===== config.mk =====
export PLATFORM = sky130hd
export DESIGN_NAME = renode_apb3_arbiter
export DESIGN_NICKNAME = d
export VERILOG_FILES = /design/src/rtl/renode_pkg.sv /design/src/rtl/renode_rr_arbiter.sv /design/src/rtl/renode_apb3_arbiter.sv
export SDC_FILE = /design/constraint.sdc
export NUM_CORES = 1
export LEC_CHECK = 0
export CAP_MARGIN = 25
export CORE_MARGIN = 8
export CORE_UTILIZATION = 36
export DETAILED_ROUTE_END_ITERATION = 12
export PLACE_DENSITY_LB_ADDON = 0.15
export SLEW_MARGIN = 20
export SYNTH_ARGS = -nofsm -noshare
export SYNTH_HDL_FRONTEND = slang
export SYNTH_SLANG_ARGS = --single-unit

===== constraint.sdc =====
create_clock -name pclk -period 2 [get_ports pclk]
set_input_delay 0.3 -clock pclk [delete_from_list [all_inputs] [get_ports pclk]]
set_output_delay 0.3 -clock pclk [all_outputs]
set_load 0.005 [all_outputs]

===== src/rtl/renode_pkg.sv =====
// Shared types and limits for the Renode APB3 request arbiter.
package renode_pkg;

    localparam int MaxRequesters = 8;

    typedef enum logic [1:0] {
        ST_IDLE   = 2'd0,
        ST_SETUP  = 2'd1,
        ST_ACCESS = 2'd2
    } apb3_arb_state_e;

endpackage


===== src/rtl/renode_rr_arbiter.sv =====
// Combinational round-robin picker: the first set request bit at or above
// ptr (wrapping) wins and is returned both one-hot and as an index.
module renode_rr_arbiter #(
    parameter int NumRequesters = 2,
    parameter int IdxWidth      = 1
) (
    input  logic [NumRequesters-1:0] req,
    input  logic [IdxWidth-1:0]      ptr,
    output logic [NumRequesters-1:0] grant,
    output logic [IdxWidth-1:0]      idx,
    output logic                     req_any
);

    logic [IdxWidth:0] cand;
    logic              found;

    // Scan upward from the pointer with wrap; the first pending requester wins.
    always_comb begin
        grant = '0;
        idx   = '0;
        found = 1'b0;
        cand  = '0;
        for (int i = 0; i < NumRequesters; i++) begin
            cand = {1'b0, ptr} + (IdxWidth+1)'(i);
            if (cand >= (IdxWidth+1)'(NumRequesters)) begin
                cand = cand - (IdxWidth+1)'(NumRequesters);
            end
            if (!found && req[cand[IdxWidth-1:0]]) begin
                found                       = 1'b1;
                idx                         = cand[IdxWidth-1:0];
                grant[cand[IdxWidth-1:0]]   = 1'b1;
            end
        end
    end

    assign req_any = |req;

endmodule


===== src/rtl/renode_apb3_arbiter.sv =====
// Shares one APB3 completer port between NumRequesters local requesters with
// round-robin arbitration. req_ready/rsp_valid are registered single-cycle
// pulses; a completing ACCESS can accept the next winner in the same cycle.
// Optional ACCESS timeout: define RENODE_APB3_ARB_TIMEOUT_EN.
//
// state     | meaning
// ----------+-------------------------------------------------------------
// ST_IDLE   | bus idle (psel=0), waiting for any req_valid
// ST_SETUP  | APB3 setup phase (psel=1, penable=0), transfer latched
// ST_ACCESS | APB3 access phase (psel=1, penable=1), waiting for pready
module renode_apb3_arbiter
    import renode_pkg::*;
#(
    parameter int NumRequesters = 2,
    parameter int AddressWidth  = 20,
    parameter int DataWidth     = 32,
    parameter int TimeoutCycles = 16
) (
    input  logic                                  pclk,
    input  logic                                  presetn,
    input  logic [NumRequesters-1:0]              req_valid,
    output logic [NumRequesters-1:0]              req_ready,
    input  logic [NumRequesters*AddressWidth-1:0] req_addr,
    input  logic [NumRequesters-1:0]              req_write,
    input  logic [NumRequesters*DataWidth-1:0]    req_wdata,
    output logic [NumRequesters-1:0]              rsp_valid,
    output logic [DataWidth-1:0]                  rsp_rdata,
    output logic                                  rsp_err,
    output logic [AddressWidth-1:0]               paddr,
    output logic                                  pwrite,
    output logic [DataWidth-1:0]                  pwdata,
    output logic                                  psel,
    output logic                                  penable,
    input  logic                                  pready,
    input  logic [DataWidth-1:0]                  prdata,
    input  logic                                  pslverr
);

    localparam int IdxW = (NumRequesters > 1) ? $clog2(NumRequesters) : 1;

    if (NumRequesters < 2 || NumRequesters > MaxRequesters || TimeoutCycles < 1 ||
        !(DataWidth == 8 || DataWidth == 16 || DataWidth == 32)) begin : g_bad_cfg
        $error("renode_apb3_arbiter: unsupported parameter set");
    end

    function automatic logic [IdxW-1:0] next_idx(input logic [IdxW-1:0] i);
        return (i == IdxW'(NumRequesters-1)) ? '0 : i + 1'b1;
    endfunction

    apb3_arb_state_e           state_q, state_d;
    logic [IdxW-1:0]           owner_q, rr_ptr_q, arb_ptr, win_idx;
    logic [NumRequesters-1:0]  grant;
    logic                      req_any;
    logic                      accept, done, abort;

    // Back-to-back arbitration happens in the completing cycle, so it already
    // uses the pointer the completion is about to store.
    assign arb_ptr = (state_q == ST_ACCESS) ? next_idx(owner_q) : rr_ptr_q;

    renode_rr_arbiter #(
        .NumRequesters (NumRequesters),
        .IdxWidth      (IdxW)
    ) u_rr (
        .req     (req_valid),
        .ptr     (arb_ptr),
        .grant   (grant),
        .idx     (win_idx),
        .req_any (req_any)
    );

`ifdef RENODE_APB3_ARB_TIMEOUT_EN
    localparam int TmoW = $clog2(TimeoutCycles + 1);
    logic [TmoW-1:0] tmo_cnt_q;

    // ACCESS-phase down-counter; loaded during SETUP, terminal count at zero.
    always_ff @(posedge pclk) begin
        if (!presetn) begin
            tmo_cnt_q <= '0;
        end else if (state_q == ST_SETUP) begin
            tmo_cnt_q <= TmoW'(TimeoutCycles - 1);
        end else if (state_q == ST_ACCESS && tmo_cnt_q != '0) begin
            tmo_cnt_q <= tmo_cnt_q - 1'b1;
        end
    end
`endif

    // FSM state register.
    always_ff @(posedge pclk) begin
        if (!presetn) state_q <= ST_IDLE;
        else          state_q <= state_d;
    end

    // Next-state and transfer control strobes.
    always_comb begin
        state_d = state_q;
        accept  = 1'b0;
        done    = 1'b0;
        abort   = 1'b0;
        case (state_q)
            ST_IDLE: begin
                if (req_any) begin
                    accept  = 1'b1;
                    state_d = ST_SETUP;
                end
            end
            ST_SETUP: state_d = ST_ACCESS;
            ST_ACCESS: begin
                if (pready) begin
                    done = 1'b1;
                    if (req_any) begin
                        accept  = 1'b1;
                        state_d = ST_SETUP;
                    end else begin
                        state_d = ST_IDLE;
                    end
                end
`ifdef RENODE_APB3_ARB_TIMEOUT_EN
                else if (tmo_cnt_q == '0) begin
                    abort   = 1'b1;
                    state_d = ST_IDLE;
                end
`endif
            end
            default: state_d = ST_IDLE;
        endcase
    end

    // Latched transfer, registered bus outputs, responses and rr pointer.
    always_ff @(posedge pclk) begin
        if (!presetn) begin
            req_ready <= '0;
            rsp_valid <= '0;
            rsp_rdata <= '0;
            rsp_err   <= 1'b0;
            paddr     <= '0;
            pwrite    <= 1'b0;
            pwdata    <= '0;
            psel      <= 1'b0;
            penable   <= 1'b0;
            owner_q   <= '0;
            rr_ptr_q  <= '0;
        end else begin
            req_ready <= accept ? grant : '0;
            rsp_valid <= (done || abort) ? (NumRequesters'(1) << owner_q) : '0;
            rsp_rdata <= (done && !pwrite) ? prdata : '0;
            rsp_err   <= done ? pslverr : abort;
            psel      <= (state_d != ST_IDLE);
            penable   <= (state_d == ST_ACCESS);
            if (accept) begin
                paddr   <= req_addr[win_idx*AddressWidth +: AddressWidth];
                pwrite  <= req_write[win_idx];
                pwdata  <= req_wdata[win_idx*DataWidth +: DataWidth];
                owner_q <= win_idx;
            end
            if (done || abort) begin
                rr_ptr_q <= next_idx(owner_q);
            end
        end
    end

endmodule


# --- After elaboration in Yosys (flattened, before gate mapping) ---
# Index checks and enable logic that the tools add are counted.
classes:
  n_addsub: 4
  mul: 1
  order_cmp: 7
  n_eq_ne: 3
  shift: 3
  muxes: 28
  bitwise: 1
  n_reduce_logical: 12
ops:
  columns: ["op", "count"]
  rows:
  - ["indexed part select 64 x 7 -> 32 bit", 1]
  - ["indexed part select 40 x 7 -> 20 bit", 1]
  - ["two-way mux 1 bit", 20]
  - ["two-way mux 2 bit", 4]
  - ["< comparator 1 x 2 -> 1 bit (second input constant)", 3]
  - ["one-hot mux 2 bit (3 select lines)", 1]
  - ["AND reduction 2 bit", 3]
  - ["== test 2 bit (second input constant)", 2]
  - ["logical AND 1 bit", 4]
  - ["multiplier 1 x 3 -> 4 bit (second input constant)", 1]
  - ["adder 1 x 1 -> 2 bit (second input constant)", 1]
  - ["demux 1 bit (select 1 bit)", 2]
  - ["== test 2 x 1 -> 1 bit (second input constant)", 1]
  - [">= comparator 1 bit (second input constant)", 2]
  - [">= comparator 1 x 2 -> 1 bit (second input constant)", 1]
  - [">= comparator 2 bit (second input constant)", 1]
  - ["logical NOT 1 bit", 2]
  - ["logical NOT 2 bit", 1]
  - ["bitwise OR 2 bit", 1]
  - ["one-hot mux 1 bit (2 select lines)", 1]
  - ["nonzero test 2 bit", 1]
  - ["OR reduction 2 bit", 1]
  - ["left shift 1 x 1 -> 2 bit (first input constant)", 1]
  - ["subtractor 1 bit (second input constant)", 2]
  - ["adder 1 bit (second input constant)", 1]
totals:
  reg_bits: 96
  inputBits: 144
  out_inout_bits: 92
  elab_cells: 71

# --- Depth between registers and ports, before layout ---
logic_depth:
  ltp_word: 13
  ltp_mapped: 7
  mapped_depth_nobuf: 4

# --- Hierarchy ---
# Synthesis repeated with hierarchy kept, for this count alone.
hier_totals:
  cells_unflattened: 351
  area_unflattened_um2: 3993.8
modules_own_cells:
  columns: ["mod", "instances", "cells_per_inst", "area_per_inst_um2"]
  rows:
  - ["renode_apb3_arbiter", 1, 346, 3961.3]
  - ["renode_rr_arbiter", 1, 5, 32.5]

# --- Worst setup path after synthesis ---
# OpenSTA, ideal clock, no wires.
synth_path:
  kind: "flip-flop to flip-flop"
  startpoint: "register state_q[0]"
  endpoint: "register paddr[12]"
  arrival_ns: 1.228
  slack_ns: 0.635
  path_stages_with_launch: 8
  path_buffers: 3
  period_less_slack_ns: 1.365
  cell_sequence: "dfxtp_1 > nor2b_1 > buf_6 > o211a_1 > buf_6 > buf_4 > nand2_1 > a31oi_1"
synth_via:
  elab_chain_cells: 12
synth_lines:
  columns: ["element", "line", "rtl"]
  rows:
  - ["start: declaration", "renode_apb3_arbiter.sv:50", "apb3_arb_state_e state_q, state_d;"]
  - ["start signal: assignment", "renode_apb3_arbiter.sv:90", "else state_q <= state_d;"]
  - ["== test 2 bit", "renode_apb3_arbiter.sv:58, renode_apb3_arbiter.sv:99", null]
  - ["two-way mux 1 bit", "renode_apb3_arbiter.sv:58", "assign arb_ptr = (state_q == ST_ACCESS) ? next_idx(owner_q) : rr_ptr_q;"]
  - [">= comparator 1 x 2 -> 1 bit / subtractor 1 bit (equally long branches)", "renode_rr_arbiter.sv:25, renode_rr_arbiter.sv:26", null]
  - ["two-way mux 1 bit", "renode_rr_arbiter.sv:25", "if (cand >= (IdxWidth+1)'(NumRequesters)) begin"]
  - ["two-way mux 1 bit (implied by the code) (2 in a row)", "renode_rr_arbiter.sv:28", "if (!found && req[cand[IdxWidth-1:0]]) begin"]
  - ["two-way mux 1 bit", "renode_rr_arbiter.sv:28", null]
  - ["logical NOT 1 bit", "renode_rr_arbiter.sv:28", null]
  - ["logical AND 1 bit", "renode_rr_arbiter.sv:28", null]
  - ["two-way mux 1 bit", "renode_rr_arbiter.sv:28", null]
  - ["multiplier 1 x 3 -> 4 bit", "renode_apb3_arbiter.sv:150", "paddr <= req_addr[win_idx*AddressWidth +: AddressWidth];"]
  - ["indexed part select 40 x 7 -> 20 bit", "renode_apb3_arbiter.sv:150", null]
  - ["end signal: assignment", "renode_apb3_arbiter.sv:150", null]
  - ["end: declaration", "renode_apb3_arbiter.sv:29", "output logic [AddressWidth-1:0] paddr,"]
# Several ways; a longest one is shown, not always the timed one. The select of a mux whose other input is x is not followed.
# A chain may end at the register's enable or synchronous reset.

# --- Worst setup path in the final report ---
layout_path:
  startpoint: "register pwrite"
  endpoint: "output port pwrite"
layout_rtl:
  columns: ["element", "line", "rtl"]
  rows:
  - ["start: declaration", "renode_apb3_arbiter.sv:30", "output logic pwrite,"]
  - ["start signal: assignment", "renode_apb3_arbiter.sv:151", "pwrite <= req_write[win_idx];"]
# No word-level cell between the ends.

==> run_results.csv <==
group,metric,value,unit
run_status,outcome,"finished, final reports clean",
cells_and_area,multi_input_area,1380,µm²
clock_network,clock_sinks,96,
power_and_ir_drop,peakVddDrop,0.400,mV
setup_path,critPathArrivalTime,1.26,ns
global_routing,grt_pass1_wl,18.8,mm
setup_path,cp_num_cells,1,
route,drt_iter0_drc,249,
yosys,synth_fp_nets,546,
floorplan,num_rows,36,
route,wl_per_cell,16.3,µm
setup_path,crit_type,"reg2out",
setup_path,r2r-end,"paddr[12]$_SDFFE_PN0P_",
global_routing,grt_util_all_layers,18.2,%
floorplan,io_pins,236,
placement,dpl.hpwl,9.72,mm
setup_path,worst_setup_path_end_kind,"output pin",
clock_network,ctsResizeCount,0,
setup_path,r2r_start,"state_q[1]$_SDFF_PN0_",
timing,holdWs,0.474,ns
clock_network,cts_tree,"done",
cells_and_area,synthToLayoutAreaGrowth,77.1,%
floorplan,coreArea,9640,µm²
timing,period_minus_slack,1.56,ns
route,drtPass1Iterations,4,
clock_network,cts_buffers,9,
placement,gp_congestion,0.812,
timing,hold_viol,0,
cells_and_area,nNetsFinal,775,
clock_network,cts_root_buf,"clkbuf_8",
clock_network,htreeDepth,3,
power_and_ir_drop,totalPowerFinal,4.43,mW
timing,clock_skew,0.0150,ns
yosys,ys_seq_elements,96,
timing,fmax,641,MHz
power_and_ir_drop,power.switching,1.13,mW
yosys,syn_inst,402,
hold_path,holdCritPathClass,"in2reg",
power_and_ir_drop,internal-power,3.30,mW
yosys,ys_seq_area_share,54.8,%
route,ant_nets,0,
yosys,synth_area,3510,µm²
cells_and_area,drive_gt1_share,5.35,%
setup_path,crit_required,1.70,ns
floorplan,fp.dieH,115,µm
global_routing,grt_max_degree,64,
timing,tns,0,ns
route,viasPerCell,4.70,
clock_network,clockBufferDepth,2,
cells_and_area,fillerInstances,839,
setup_path,cp_top_family,"buffers and inverters",
global_routing,grt_pass1_vias,3683,
cells_and_area,n_antenna_cell,0,
route,route.detailed.drc,0,
route,drt-total-wl,12.6,mm
setup_path,critPathBufInv,1,
setup_path,crit_chain,"clkdlybuf4s50_1",
setup_path,ff2ff_path_depth,6,
power_and_ir_drop,switching_share,25.5,%
setup_path,max_stage_delay,0.56,ns
setup_path,cp_max_fo,3,
power_and_ir_drop,p_clk_share,29.6,%
timing,rsz0062_at_grt,"no",
power_and_ir_drop,p_per_area,713,nW/µm²
timing,worst_pin_slew,0.480,ns
hold_path,hold_start,"pslverr",
power_and_ir_drop,p_seq_share,48.0,%
cells_and_area,final_common_cell,"clkdlybuf4s50_1",
global_routing,antenna_found_initial,0,
cells_and_area,seq_area,1920,µm²
clock_network,clkTransAtPathRegs,0.10,ns
setup_path,ff2ff_setup_slack,0.44,ns
setup_path,startpoint,"pwrite$_SDFFE_PN0P_",
global_routing,overflow,0,
flow_run,cap_viol_max_count,0,
cells_and_area,final_cell_mix,"235 x clkdlybuf4s50_1, 107 x nand2_1, 96 x dfxtp_1",
clock_network,post_cts_buffers,0,
setup_path,worst_path_max_delay_cell,"clkdlybuf4s50_1",
timing,finalCritPeriodShare,78.0,%
timing,slew_violations,0,
power_and_ir_drop,power.share.combinational,22.5,%
timing,setup_viol,0,
clock_network,ctsHoldBuffers,0,
setup_path,critPathCapture,"pwrite",
yosys,synth.avg_cell_area,8.73,µm²
floorplan,dieArea,13200,µm²
power_and_ir_drop,power_leakage,2.40,nW
yosys,ys_types,27,
floorplan,initial_utilization,36.4,%
clock_network,worstSkewPairLatency,0.36,ns
floorplan,die_w,115,µm
setup_path,start_kind,"flip-flop",
placement,portBuffers,235,
timing,slew_headroom,67.7,%
yosys,yosysWarnings,0,
route,via_count,3617,
cell families (layout without fill, tap and decap cells):
family | count (synthesis) | count (layout) | synth area share [%]
mux | 1 | 1 | 0.285
buf+inv | 35 | 269 | 5.85
compound gates | 113 | 113 | 18.8
flops | 96 | 96 | 54.8
simple gates | 157 | 157 | 20.3
synthesized netlist by cell type:
library cell  instances  area, µm²
clkbuf_1             12       45.0
a311oi_1              1       8.76
buf_2                 5       25.0
o211ai_1              1       7.51
nor4_1                1       6.26
or2_2                 1       6.26
buf_4                 7       52.6
nand2b_1              2       12.5
nand4b_1              1       8.76
buf_6                 5       56.3
and2_1               33        206
nand2_1             107        402
a21oi_1               3       15.0
o21ai_0              53        265
and3_1                1       6.26
nor2b_1               2       12.5
nand3_1               1       5.00
o211a_1               1       10.0
o211ai_4              1       21.3
nor2_1                6       22.5
a31oi_1              53        332
mux2i_1               1       10.0
nor3_4                1       16.3
clkbuf_2              3       15.0
inv_1                 3       11.3
or2b_1                1       7.51
dfxtp_1              96       1920
final cells by class:
cell class	instances	area share, %
Inverter	3	0.181
Clock inverter	5	1.05
Tap cell	133	2.68
Timing Repair Buffer	250	40.7
Sequential cell	96	30.9
Multi-Input combinational cell	271	22.2
Clock buffer	11	2.28
per-stage QoR:
stage / setup slack [ns] / util, % / std cells / cell area (µm²)
2_1_floorplan: 0.635 / - / 402 / 3510
4_1_cts: 0.423 / 64.5 / 769 / 6210
3_5_place_dp: 0.168 / 62.3 / 753 / 6010
3_3_place_gp: 0.182 / 62.3 / 753 / 6010
6_report: 0.441 / 64.5 / 769 / 6210
5_1_grt: 0.297 / 64.5 / 769 / 6210
power by group through the flow:
stage,clock [mW],combinational [mW],sequential [mW]
after global placement,0,0.981,2.17
after floorplan,0,0.330,2.17
after global routing,1.42,1.08,2.14
after detailed placement,0,1.00,2.17
final,1.31,0.995,2.13
after CTS,1.34,1.01,2.13
worst min-delay path by stage:
stage	endpoint	cells past startpoint
2_1_floorplan	rsp_err$_SDFF_PN0_	2
3_3_place_gp	rsp_valid[0]$_SDFF_PN0_	1
5_1_grt	rsp_err$_SDFF_PN0_	3
4_1_cts	rsp_err$_SDFF_PN0_	3
6_report	rsp_err$_SDFF_PN0_	3
3_5_place_dp	rsp_valid[0]$_SDFF_PN0_	1
tightest hold or removal path, cell delays in order:
cell and delay (ns):
clkdlybuf4s50_1 0.40, inv_1 0.05, nor2_1 0.04
registers in the layout, summed over array words and instances, names as in the netlist:
signal	count
owner_q	1
paddr	20
penable	1
psel	1
pwdata	32
pwrite	1
req_ready	2
rr_ptr_q	1
rsp_err	1
rsp_rdata	32
rsp_valid	2
state_q	2
per-layer routing:
metal	part of all wire, %	routed length [µm]	track usage (%)
met5	0	0	0
met4	1.1	139	4.20
met3	11	1440	8.97
met2	50	6230	32.4
met1	38	4760	18.9
Power figures use the tool's default switching activity.
